<file path="config.mk">
export PLATFORM = sky130hd
export DESIGN_NAME = multicycle_core
export DESIGN_NICKNAME = d
export VERILOG_FILES = /design/src/rtl/multicycle_core.sv
export SDC_FILE = /design/constraint.sdc
export NUM_CORES = 1
export LEC_CHECK = 0
export BUFFER_PORTS_ARGS = -buffer_cell sky130_fd_sc_hd__buf_4
export CAP_MARGIN = 20
export CORE_MARGIN = 2
export CORE_UTILIZATION = 30
export DETAILED_ROUTE_END_ITERATION = 12
export SLEW_MARGIN = 40
export SYNTH_ARGS = -nofsm -noshare
export SYNTH_HDL_FRONTEND = slang
export SYNTH_SLANG_ARGS = --single-unit
</file>
<file path="constraint.sdc">
create_clock -name clk -period 6.15 [get_ports clk]
set_input_delay 1.23 -clock clk [delete_from_list [all_inputs] [get_ports clk]]
set_output_delay 1.23 -clock clk [all_outputs]
set_load 0.005 [all_outputs]
</file>
<file path="src/rtl/multicycle_core.sv">
// multicycle_core
//   Multi-cycle processor core for a 16-bit instruction subset. Each
//   instruction runs through a FETCH / DECODE / EXEC / MEM / WB state
//   machine. Instruction and data memories have separate req/ack ports, so
//   any memory latency is tolerated. Halt is sticky. Illegal encodings halt
//   the core and set the illegal flag.
//
// Parameters
//   WIDTH   datapath and register width (>= 16)
//   REGS    number of architectural registers (2..16)
//   ADDR_W  width of pc and of both memory addresses
//
// Ports
//   clk, reset         rising-edge clock, synchronous active-high reset
//   halt, illegal      sticky status flags
//   instret            retired-instruction count (wraps at 2^32)
//   imem_req/addr      fetch request, address = pc
//   imem_rdata/ack     instruction word, valid in the ack cycle
//   dmem_req/we/addr   data request, 1 = store, address = r[rs]
//   dmem_wdata         store data = r[rd]
//   dmem_rdata/ack     load data, valid in the ack cycle
module multicycle_core #(
    parameter int WIDTH  = 16,
    parameter int REGS   = 8,
    parameter int ADDR_W = 16
) (
    input  logic              clk,
    input  logic              reset,
    output logic              halt,
    output logic              illegal,
    output logic [31:0]       instret,
    output logic              imem_req,
    output logic [ADDR_W-1:0] imem_addr,
    input  logic [15:0]       imem_rdata,
    input  logic              imem_ack,
    output logic              dmem_req,
    output logic              dmem_we,
    output logic [ADDR_W-1:0] dmem_addr,
    output logic [WIDTH-1:0]  dmem_wdata,
    input  logic [WIDTH-1:0]  dmem_rdata,
    input  logic              dmem_ack
);

    localparam int RIDX_W = $clog2(REGS);

    localparam logic [3:0] OP_SYS   = 4'h0;  // sub 0 trap, sub 1 jr
    localparam logic [3:0] OP_NOT   = 4'h1;
    localparam logic [3:0] OP_NEG   = 4'h3;
    localparam logic [3:0] OP_MEM   = 4'h4;  // sub 0 load, sub 1 store
    localparam logic [3:0] OP_LOGIC = 4'h5;  // sub 0 and, 1 or, 2 xor
    localparam logic [3:0] OP_ARITH = 4'h7;  // sub 0 add, 1 sub
    localparam logic [3:0] OP_CI8   = 4'hB;
    localparam logic [3:0] OP_BRZ   = 4'hE;

    typedef enum logic [2:0] {
        S_FETCH,
        S_DECODE,
        S_EXEC,
        S_MEM,
        S_WB,
        S_HALT
    } state_t;

    state_t state_q, state_d;

    logic [ADDR_W-1:0] pc;
    logic [15:0]       ir;
    logic [WIDTH-1:0]  mdr;
    logic [WIDTH-1:0]  regs [REGS];

    // Instruction fields
    logic [3:0]        op, sub, rs_f, rd_f;
    logic [RIDX_W-1:0] rs_idx, rd_idx;
    logic [WIDTH-1:0]  rs_val, rd_val, imm_w;
    logic [ADDR_W-1:0] imm_a;

    assign op     = ir[15:12];
    assign sub    = ir[11:8];
    assign rs_f   = ir[7:4];
    assign rd_f   = ir[3:0];
    assign rs_idx = ir[4 +: RIDX_W];
    assign rd_idx = ir[0 +: RIDX_W];
    assign rs_val = regs[rs_idx];
    assign rd_val = regs[rd_idx];
    assign imm_w  = WIDTH'($signed(ir[11:4]));
    assign imm_a  = ADDR_W'($signed(ir[11:4]));

    // Decode: classify the instruction in ir and flag illegal encodings.
    // not/neg carry no sub-opcode, so their sub field is ignored.
    logic uses_rs, uses_rd, bad_op, is_trap, is_mem, is_store, dec_illegal;

    always_comb begin
        // NOTE: every signal assigned here gets a default first, so no path
        // through the case statements can leave a latch behind.
        uses_rs = 1'b0;
        uses_rd = 1'b0;
        bad_op  = 1'b0;
        is_trap = 1'b0;
        is_mem  = 1'b0;
        case (op)
            OP_SYS: begin
                if (sub == 4'h0)      is_trap = 1'b1;
                else if (sub == 4'h1) uses_rd = 1'b1;
                else                  bad_op  = 1'b1;
            end
            OP_NOT, OP_NEG: begin
                uses_rs = 1'b1;
                uses_rd = 1'b1;
            end
            OP_MEM: begin
                uses_rs = 1'b1;
                uses_rd = 1'b1;
                is_mem  = 1'b1;
                bad_op  = (sub > 4'h1);
            end
            OP_LOGIC: begin
                uses_rs = 1'b1;
                uses_rd = 1'b1;
                bad_op  = (sub > 4'h2);
            end
            OP_ARITH: begin
                uses_rs = 1'b1;
                uses_rd = 1'b1;
                bad_op  = (sub > 4'h1);
            end
            OP_CI8, OP_BRZ: uses_rd = 1'b1;
            default:        bad_op  = 1'b1;
        endcase
        dec_illegal = bad_op
                    || (uses_rs && int'(rs_f) >= REGS)
                    || (uses_rd && int'(rd_f) >= REGS);
    end

    assign is_store = (sub == 4'h1);

    // Execute: register result or control-flow target for the EXEC state.
    // brz adds to the pc that FETCH has already incremented.
    logic              alu_we;
    logic [WIDTH-1:0]  alu_res;
    logic              br_take;
    logic [ADDR_W-1:0] br_target;

    always_comb begin
        alu_we    = 1'b0;
        alu_res   = '0;
        br_take   = 1'b0;
        br_target = pc;
        case (op)
            OP_SYS: begin
                br_take   = 1'b1;
                br_target = ADDR_W'(rd_val);
            end
            OP_NOT: begin
                alu_we  = 1'b1;
                alu_res = ~rs_val;
            end
            OP_NEG: begin
                alu_we  = 1'b1;
                alu_res = -rs_val;
            end
            OP_LOGIC: begin
                alu_we = 1'b1;
                case (sub)
                    4'h0:    alu_res = rd_val & rs_val;
                    4'h1:    alu_res = rd_val | rs_val;
                    default: alu_res = rd_val ^ rs_val;
                endcase
            end
            OP_ARITH: begin
                alu_we  = 1'b1;
                alu_res = sub[0] ? (rd_val - rs_val) : (rd_val + rs_val);
            end
            OP_CI8: begin
                alu_we  = 1'b1;
                alu_res = imm_w;
            end
            OP_BRZ: begin
                br_take   = (rd_val == '0);
                br_target = pc + imm_a;
            end
            default: ;
        endcase
    end

    // Next state and request outputs; requests depend on the state register only.
    always_comb begin
        state_d  = state_q;
        imem_req = 1'b0;
        dmem_req = 1'b0;
        case (state_q)
            S_FETCH: begin
                imem_req = 1'b1;
                if (imem_ack) state_d = S_DECODE;
            end
            S_DECODE: begin
                if (dec_illegal || is_trap) state_d = S_HALT;
                else if (is_mem)            state_d = S_MEM;
                else                        state_d = S_EXEC;
            end
            S_EXEC: state_d = S_FETCH;
            S_MEM: begin
                dmem_req = 1'b1;
                if (dmem_ack) state_d = is_store ? S_FETCH : S_WB;
            end
            S_WB:    state_d = S_FETCH;
            S_HALT:  state_d = S_HALT;
            default: state_d = S_FETCH;
        endcase
    end

    always_ff @(posedge clk) begin
        if (reset) state_q <= S_FETCH;
        else       state_q <= state_d;
    end

    // Datapath registers
    always_ff @(posedge clk) begin
        // NOTE: sequential state uses non-blocking assignments so every
        // register here samples the values from before the clock edge.
        if (reset) begin
            pc      <= '0;
            ir      <= '0;
            mdr     <= '0;
            instret <= '0;
            halt    <= 1'b0;
            illegal <= 1'b0;
            // NOTE: the register file is architectural state that must read
            // zero after reset, so it lives in flops and is cleared here.
            for (int i = 0; i < REGS; i++) regs[i] <= '0;
        end else begin
            case (state_q)
                S_FETCH: begin
                    if (imem_ack) begin
                        ir <= imem_rdata;
                        pc <= pc + ADDR_W'(1);
                    end
                end
                S_DECODE: begin
                    if (dec_illegal) begin
                        halt    <= 1'b1;
                        illegal <= 1'b1;
                    end else if (is_trap) begin
                        halt <= 1'b1;
                    end
                end
                S_EXEC: begin
                    instret <= instret + 32'd1;
                    if (alu_we)  regs[rd_idx] <= alu_res;
                    if (br_take) pc <= br_target;
                end
                S_MEM: begin
                    if (dmem_ack) begin
                        if (is_store) instret <= instret + 32'd1;
                        else          mdr <= dmem_rdata;
                    end
                end
                S_WB: begin
                    regs[rd_idx] <= mdr;
                    instret      <= instret + 32'd1;
                end
                default: ;
            endcase
        end
    end

    // Data-port payload is driven only while a data access is in progress.
    logic in_mem;
    assign in_mem     = (state_q == S_MEM);
    assign imem_addr  = pc;
    assign dmem_we    = in_mem && is_store;
    assign dmem_addr  = in_mem ? ADDR_W'(rs_val) : '0;
    assign dmem_wdata = in_mem ? rd_val : '0;

endmodule

</file>
==> results.cfg, run 1 <==
[logic_synthesis]
async_flop_share_pct = 0
synth_ff_type = edfxtp_1
synth_top_area_share_pct = 27.0
synth_compound_area_share_pct = 13.2
synthTopCellsByArea = edfxtp_1 27%, dfxtp_1 13%, mux4_2 10%
synth_edf_count = 128
syn_area_per_cell_sq_um = 9.64
yosys.area.top_type = edfxtp_1
synth_xor_xnor_area_share_pct = 4.25
seq_area_frac_synth_pct = 39.8
synth_top_family_by_area = simple AND/OR/NAND/NOR gates
synth_fp_nets = 1580
ys_seq_elements = 219
synth_simple_gate_area_share_pct = 18.2
synthCells = 1476
synth.distinct_cells = 73
yosys_warnings = 0
synthAdderAreaFrac_pct = 6.09
synth_area_sq_mm = 0.0142
synthMuxAreaShare_pct = 14.5

[sta]
rsz0062_at_grt = false
worst_pin_slew_ns = 0.871
setup_viol = 0
finalHoldViolations = 0
fin_crit_sh_pct = 85.7
slew_viol_final = 0
relSlewSlack_pct = 41.7
max_freq_mhz = 190
fin_tns_setup_ns = 0
clock-skew-final_ns = 0.0519
min_period_ns = 5.27

[place]
place_congestion = 0.908
portBuffers = 120
place_area_sq_mm = 0.0161
place_hpwl_um = 35600

[routing]
first_iter_violations = 942
ant_nets = 0
via_per_inst = 5.46
avgRoutedWirePerCell_um = 20.9
vias = 12189
drc = 5
drt-total-wl_um = 46600
drtPass1Iterations = 9

[global_route]
overflow = 0
grt_max_degree = 85
grt_pass1_wl_um = 71000
grtUsageTotal_pct = 18.4
first_global_vias = 11913
antenna_found_initial = 1

[setup_path]
max_stage_delay_ns = 0.59
crit_chain = buf_4, mux4_2, mux2i_1, buf_4, ha_1, nor2_1, xnor2_1, ha_1, o21ai_0, a21oi_1, o31ai_1, nor3_1, o41ai_1, a21oi_1, o2111ai_1, a31oi_1
worst_ep_required_time_ns = 6.43
reg2reg_slack_ns = 0.88
cp_max_fo = 19
slowest_stage = o2111ai_1
start_kind = flop
end_kind = flop
cp.arrival_ns = 5.54
path_class = reg2reg
r2r_cells = 16
r2r-end = regs[0][15]

[die]
rows = 79
start_util_pct = 30.5
core-area_sq_mm = 0.0467
die_h_um = 222
fp.dieW_um = 222
ios = 121
fp.dieArea_sq_mm = 0.0492

[min_path]
hold_end = mdr[8]
min-delay-start = mdr[8]
min_path_type = reg2reg
hold_depth = 2

[finish]
syn_to_final_growth_pct = 18.7
antenna_cells = 0
drive_gt1_share_pct = 20.6
final_common_cell = nor2_1
final_cell_area_sq_mm = 0.0169
layout.nets = 1710
layout_common_cells = 255 x nor2_1, 187 x buf_4, 151 x nand2_1, 128 x edfxtp_1, 102 x a21oi_1

[clock_tree]
clk_pin_slew_ns = 0.07
h-tree-depth = 1
hold_buffers = 0
cts_resized = 0
tritoncts = done
cts_setup_buffers = 0
ctsRootBufferMaster = clkbuf_16
ctsLongestPathBuffers = 3
numCtsBuffers = 25
clock-sinks = 219
clock_latency_ns = 0.57

[power_and_ir_drop]
power_leakage_nw = 6.19
powerDensity_mw_per_mm2 = 270
irDropWorstVdd_mv = 0.148

[outcome]
outcome = finished with violations
violations = design-rule violations

[run]
drv_cap = 0
-- cells in the mapped netlist (all sizes together), types with 16 or more instances --
master,count
nor3b,17
ha,66
xor2,28
mux2i,45
edfxtp,128
o21ai,54
buf,19
nor3,19
xnor2,41
clkbuf,66
a31oi,16
nand2,152
nor2,255
mux4,66
a21oi,103
a211oi,22
nand3,37
inv,52
nand4,17
dfxtp,91
-- registers in the layout (all words and copies together) (netlist names), named ones only --
register   flops
regs         128
instret       32
mdr           16
imem_addr     16
ir            16
illegal        1
state_q        3
halt           1
-- critical path: cells and delay by family, from the launching register on --
| kind | cells | cell delay (ns) |
|---|---|---|
| compound gates | 7 | 2.18 |
| xor+xnor | 1 | 0.15 |
| fa+ha+maj | 2 | 0.67 |
| buf+inv | 2 | 0.52 |
| flops | 1 | 0.53 |
| mux | 2 | 0.69 |
| simple gates | 2 | 0.26 |
-- per-stage QoR --
step           utilization [%]  std cells  hold slack (ns)  power [mW]  setup slack [ns]
2_1_floorplan                -       1476            0.436        2.63             0.872
5_1_grt                   36.2       2231            0.478        4.77             0.580
3_3_place_gp              34.4       2186            0.450        3.04             0.988
6_report                  36.2       2231            0.460        4.55             0.882
4_1_cts                   36.2       2231            0.464        4.57             0.881
3_5_place_dp              34.4       2186            0.454        3.06             0.890
-- final cells by class --
class / count / area (sq um)
Timing Repair Buffer: 188 / 1420
Tap cell: 607 / 759
Inverter: 53 / 201
Clock inverter: 15 / 163
Clock buffer: 30 / 644
Fill cell: 4718 / 29800
Sequential cell: 219 / 5680
Multi-Input combinational cell: 1119 / 8030
-- layer usage --
metal / vias up / track usage, % / wire [um]
li1: 5661 / - / -
met1: 5955 / 23.7 / 19100
met2: 478 / 31.0 / 22300
met3: 93 / 3.06 / 3520
met4: 2 / 6.82 / 1670
met5: - / 0 / 13
-- kinds of logic (layout without fill, tap and decap cells) --
group	after synthesis	after routing
AND/OR/NAND/NOR	574	574
AO/OA/AOI/OAI	295	295
flip-flops	219	219
buffers and inverters	138	286
multiplexers	113	113
XOR/XNOR	69	69
adder cells (fa/ha/maj)	68	68
-- power breakdown --
group	internal (mW)	total, mW	switching, mW
logic	0.544	1.34	0.792
registers	1.61	1.72	0.108
clock network	0.874	1.50	0.626
total	3.03	4.55	1.53
-- worst max-delay path by stage --
stage | startpoint | slack [ns] | to | cells after the start
floorplan | flop | 0.87 | regs[6][15] | 20
CTS | flop | 0.88 | regs[4][15] | 14
finish | flop | 0.88 | regs[0][15] | 16
global route | flop | 0.58 | regs[7][15] | 16
detailed placement | flop | 0.89 | regs[4][15] | 14
global placement | flop | 0.99 | regs[5][15] | 14
Note: power is estimated with default switching activity, not from simulation.
==> run 2: changes to the inputs <==
--- a/config.mk
+++ b/config.mk
@@ -5,6 +5,7 @@
 export SDC_FILE = /design/constraint.sdc
 export NUM_CORES = 1
 export LEC_CHECK = 0
+export ABC_AREA = 1
 export BUFFER_PORTS_ARGS = -buffer_cell sky130_fd_sc_hd__buf_4
 export CAP_MARGIN = 20
 export CORE_MARGIN = 2
==> results.cfg, run 2 <==
[logic_synthesis]
yosys.area.top_type = edfxtp_1
synth_edf_count = 128
yosysMostFrequentCell = nand2_1
synth.distinct_cells = 56
syn_area_per_cell_sq_um = 7.19
synth_commonest_cells = 404 x nand2_1, 258 x inv_1, 255 x nor2_1, 215 x o21ai_0, 213 x a21oi_1
synthCells = 2066
synth_top_area_share_pct = 25.9
synth_area_sq_mm = 0.0149
synthTopCellsByArea = edfxtp_1 26%, dfxtp_1 12%, nand2_1 10%
seq_area_frac_synth_pct = 38.1
synth_fp_nets = 2170
synth_ff_type = edfxtp_1
yosys_warnings = 0
async_flop_share_pct = 0
ys_seq_elements = 219

[finish]
largest_registers = regs (128), instret (32)
layout.nets = 2263
drive_gt1_share_pct = 11.9
top_register = regs
final_cell_count_no_fill = 2840
largest_reg_flops = 128
antenna_cells = 0
layout_common_cells = 403 x nand2_1, 255 x inv_1, 254 x nor2_1, 213 x a21oi_1, 213 x o21ai_0
syn_to_final_growth_pct = 16.0
final_common_cell = nand2_1

[clock_tree]
ctsLongestPathBuffers = 3
cts_resized = 0
clk_pin_slew_ns = 0.06
hold_buffers = 0
clock_latency_ns = 0.56
ctsRootBufferMaster = clkbuf_16
clock-sinks = 219
h-tree-depth = 1
tritoncts = done
cts_setup_buffers = 0
numCtsBuffers = 26

[sta]
rsz0062_at_grt = false
relSlewSlack_pct = 45.4
max_freq_mhz = 190
setup_viol = 0
fin_crit_sh_pct = 85.4
min_period_ns = 5.25
finalHoldViolations = 0
clock-skew-final_ns = 0.0184
worst_pin_slew_ns = 0.819
slew_viol_final = 0
fin_tns_setup_ns = 0

[routing]
drc = 0
first_iter_violations = 1553
ant_nets = 0
drtPass1Iterations = 7
vias = 14925
avgRoutedWirePerCell_um = 19.2
drt-total-wl_um = 54400
via_per_inst = 5.26

[global_route]
antenna_found_initial = 1
grtUsageTotal_pct = 20.9
grt_max_degree = 97
first_global_vias = 14186
grt_pass1_wl_um = 82100
overflow = 0

[die]
fp.dieArea_sq_mm = 0.0513
rows = 81
die_h_um = 227
core-area_sq_mm = 0.0490
start_util_pct = 30.4
ios = 121
fp.dieW_um = 227

[setup_path]
start_kind = flop
reg2reg_slack_ns = 0.90
worst_ep_required_time_ns = 6.43
cp.arrival_ns = 5.53
r2r_cells = 24
end_kind = flop
path_class = reg2reg
cp_max_fo = 38

[power_and_ir_drop]
powerDensity_mw_per_mm2 = 417
power_leakage_nw = 7.26
irDropWorstVdd_mv = 0.250

[place]
post-place-cells = 2795
place_hpwl_um = 37800
portBuffers = 120
place_congestion = 0.915

[run]
drv_cap = 0

[min_path]
hold_depth = 2
min_path_type = reg2reg

[outcome]
outcome = finished clean
-- run 2: cell types whose count changed after synthesis, moves of 34 or more --
cell     change
a21oi_1    +110
nand2_1    +253
mux4_2      -65
xnor2_1     -34
nand3_1     +64
inv_1      +209
o21ai_0    +169
-- run 2: final cells by class --
cell class / instances / area [sq um]
well taps: 664 / 831
inverters: 270 / 1020
multi-input cells: 1485 / 7730
clock buffers: 31 / 669
clock inverters: 14 / 146
repair buffers: 157 / 1180
fillers: 5200 / 31700
flip-flops and latches: 219 / 5670
-- run 2: power by group --
| group | internal [mW] | leakage [nW] | total [mW] | switching [mW] |
|---|---|---|---|---|
| Clock | 0.864 | 0.399 | 1.52 | 0.656 |
| Sequential | 1.69 | 2.06 | 1.89 | 0.197 |
| Combinational | 1.14 | 4.79 | 3.78 | 2.64 |
-- run 2: path summary, 6_finish.rpt --
check / startpoint / to
setup / recovery: flop / regs[7][11]
hold / removal: halt / halt
setup reg to reg: flop / regs[7][11]
hold reg to reg: halt / halt
-- run 2: worst max-delay path, cell delays in order, from the launching register on --
cell	delay, ns
dfxtp_2	0.75
inv_4	0.34
o21ai_0	0.27
nand3_1	0.11
nand2_1	0.22
ha_1	0.21
inv_1	0.08
nor3_4	0.34
nand2_2	0.08
nor2_2	0.17
xor2_1	0.11
nand2_1	0.06
o21ai_0	0.10
ha_1	0.33
inv_1	0.08
nor3_1	0.25
nand3_1	0.12
nand3_1	0.17
nand3_1	0.09
nand2_1	0.12
a21oi_1	0.07
o21ai_0	0.12
nand4_1	0.14
mux2i_1	0.51
nor2_1	0.10
-- run 2: layer usage --
| layer | wire, um | GRT usage, % | vias up |
|---|---|---|---|
| li1 | - | - | 7083 |
| met4 | 1760 | 6.73 | 0 |
| met1 | 23500 | 28.7 | 6979 |
| met5 | 0 | 0 | - |
| met3 | 5390 | 4.51 | 111 |
| met2 | 23800 | 32.6 | 752 |
-- run 2: kinds of logic (layout without fill, tap and decap cells) --
family | count (synthesis) | count (layout) | share of synthesized area, %
adder cells (fa/ha/maj) | 68 | 68 | 5.83
AO/OA/AOI/OAI | 527 | 527 | 19.5
AND/OR/NAND/NOR | 854 | 854 | 24.3
buffers and inverters | 362 | 472 | 9.98
flip-flops | 219 | 219 | 38.1
multiplexers | 7 | 7 | 0.581
XOR/XNOR | 29 | 29 | 1.71
-- run 2: per-stage QoR --
| stage | instance area (sq um) | setup slack (ns) | hold WS [ns] | utilization, % | power [mW] |
|---|---|---|---|---|---|
| 5_1_grt | 17200 | 0.390 | 0.479 | 35.2 | 7.70 |
| 2_1_floorplan | 14900 | 2.36 | 0.438 | - | 4.43 |
| 3_5_place_dp | 16400 | 0.967 | 0.450 | 33.5 | 5.60 |
| 6_report | 17200 | 0.896 | 0.456 | 35.2 | 7.19 |
| 3_3_place_gp | 16400 | 1.11 | 0.443 | 33.5 | 5.55 |
| 4_1_cts | 17200 | 0.932 | 0.461 | 35.2 | 7.14 |
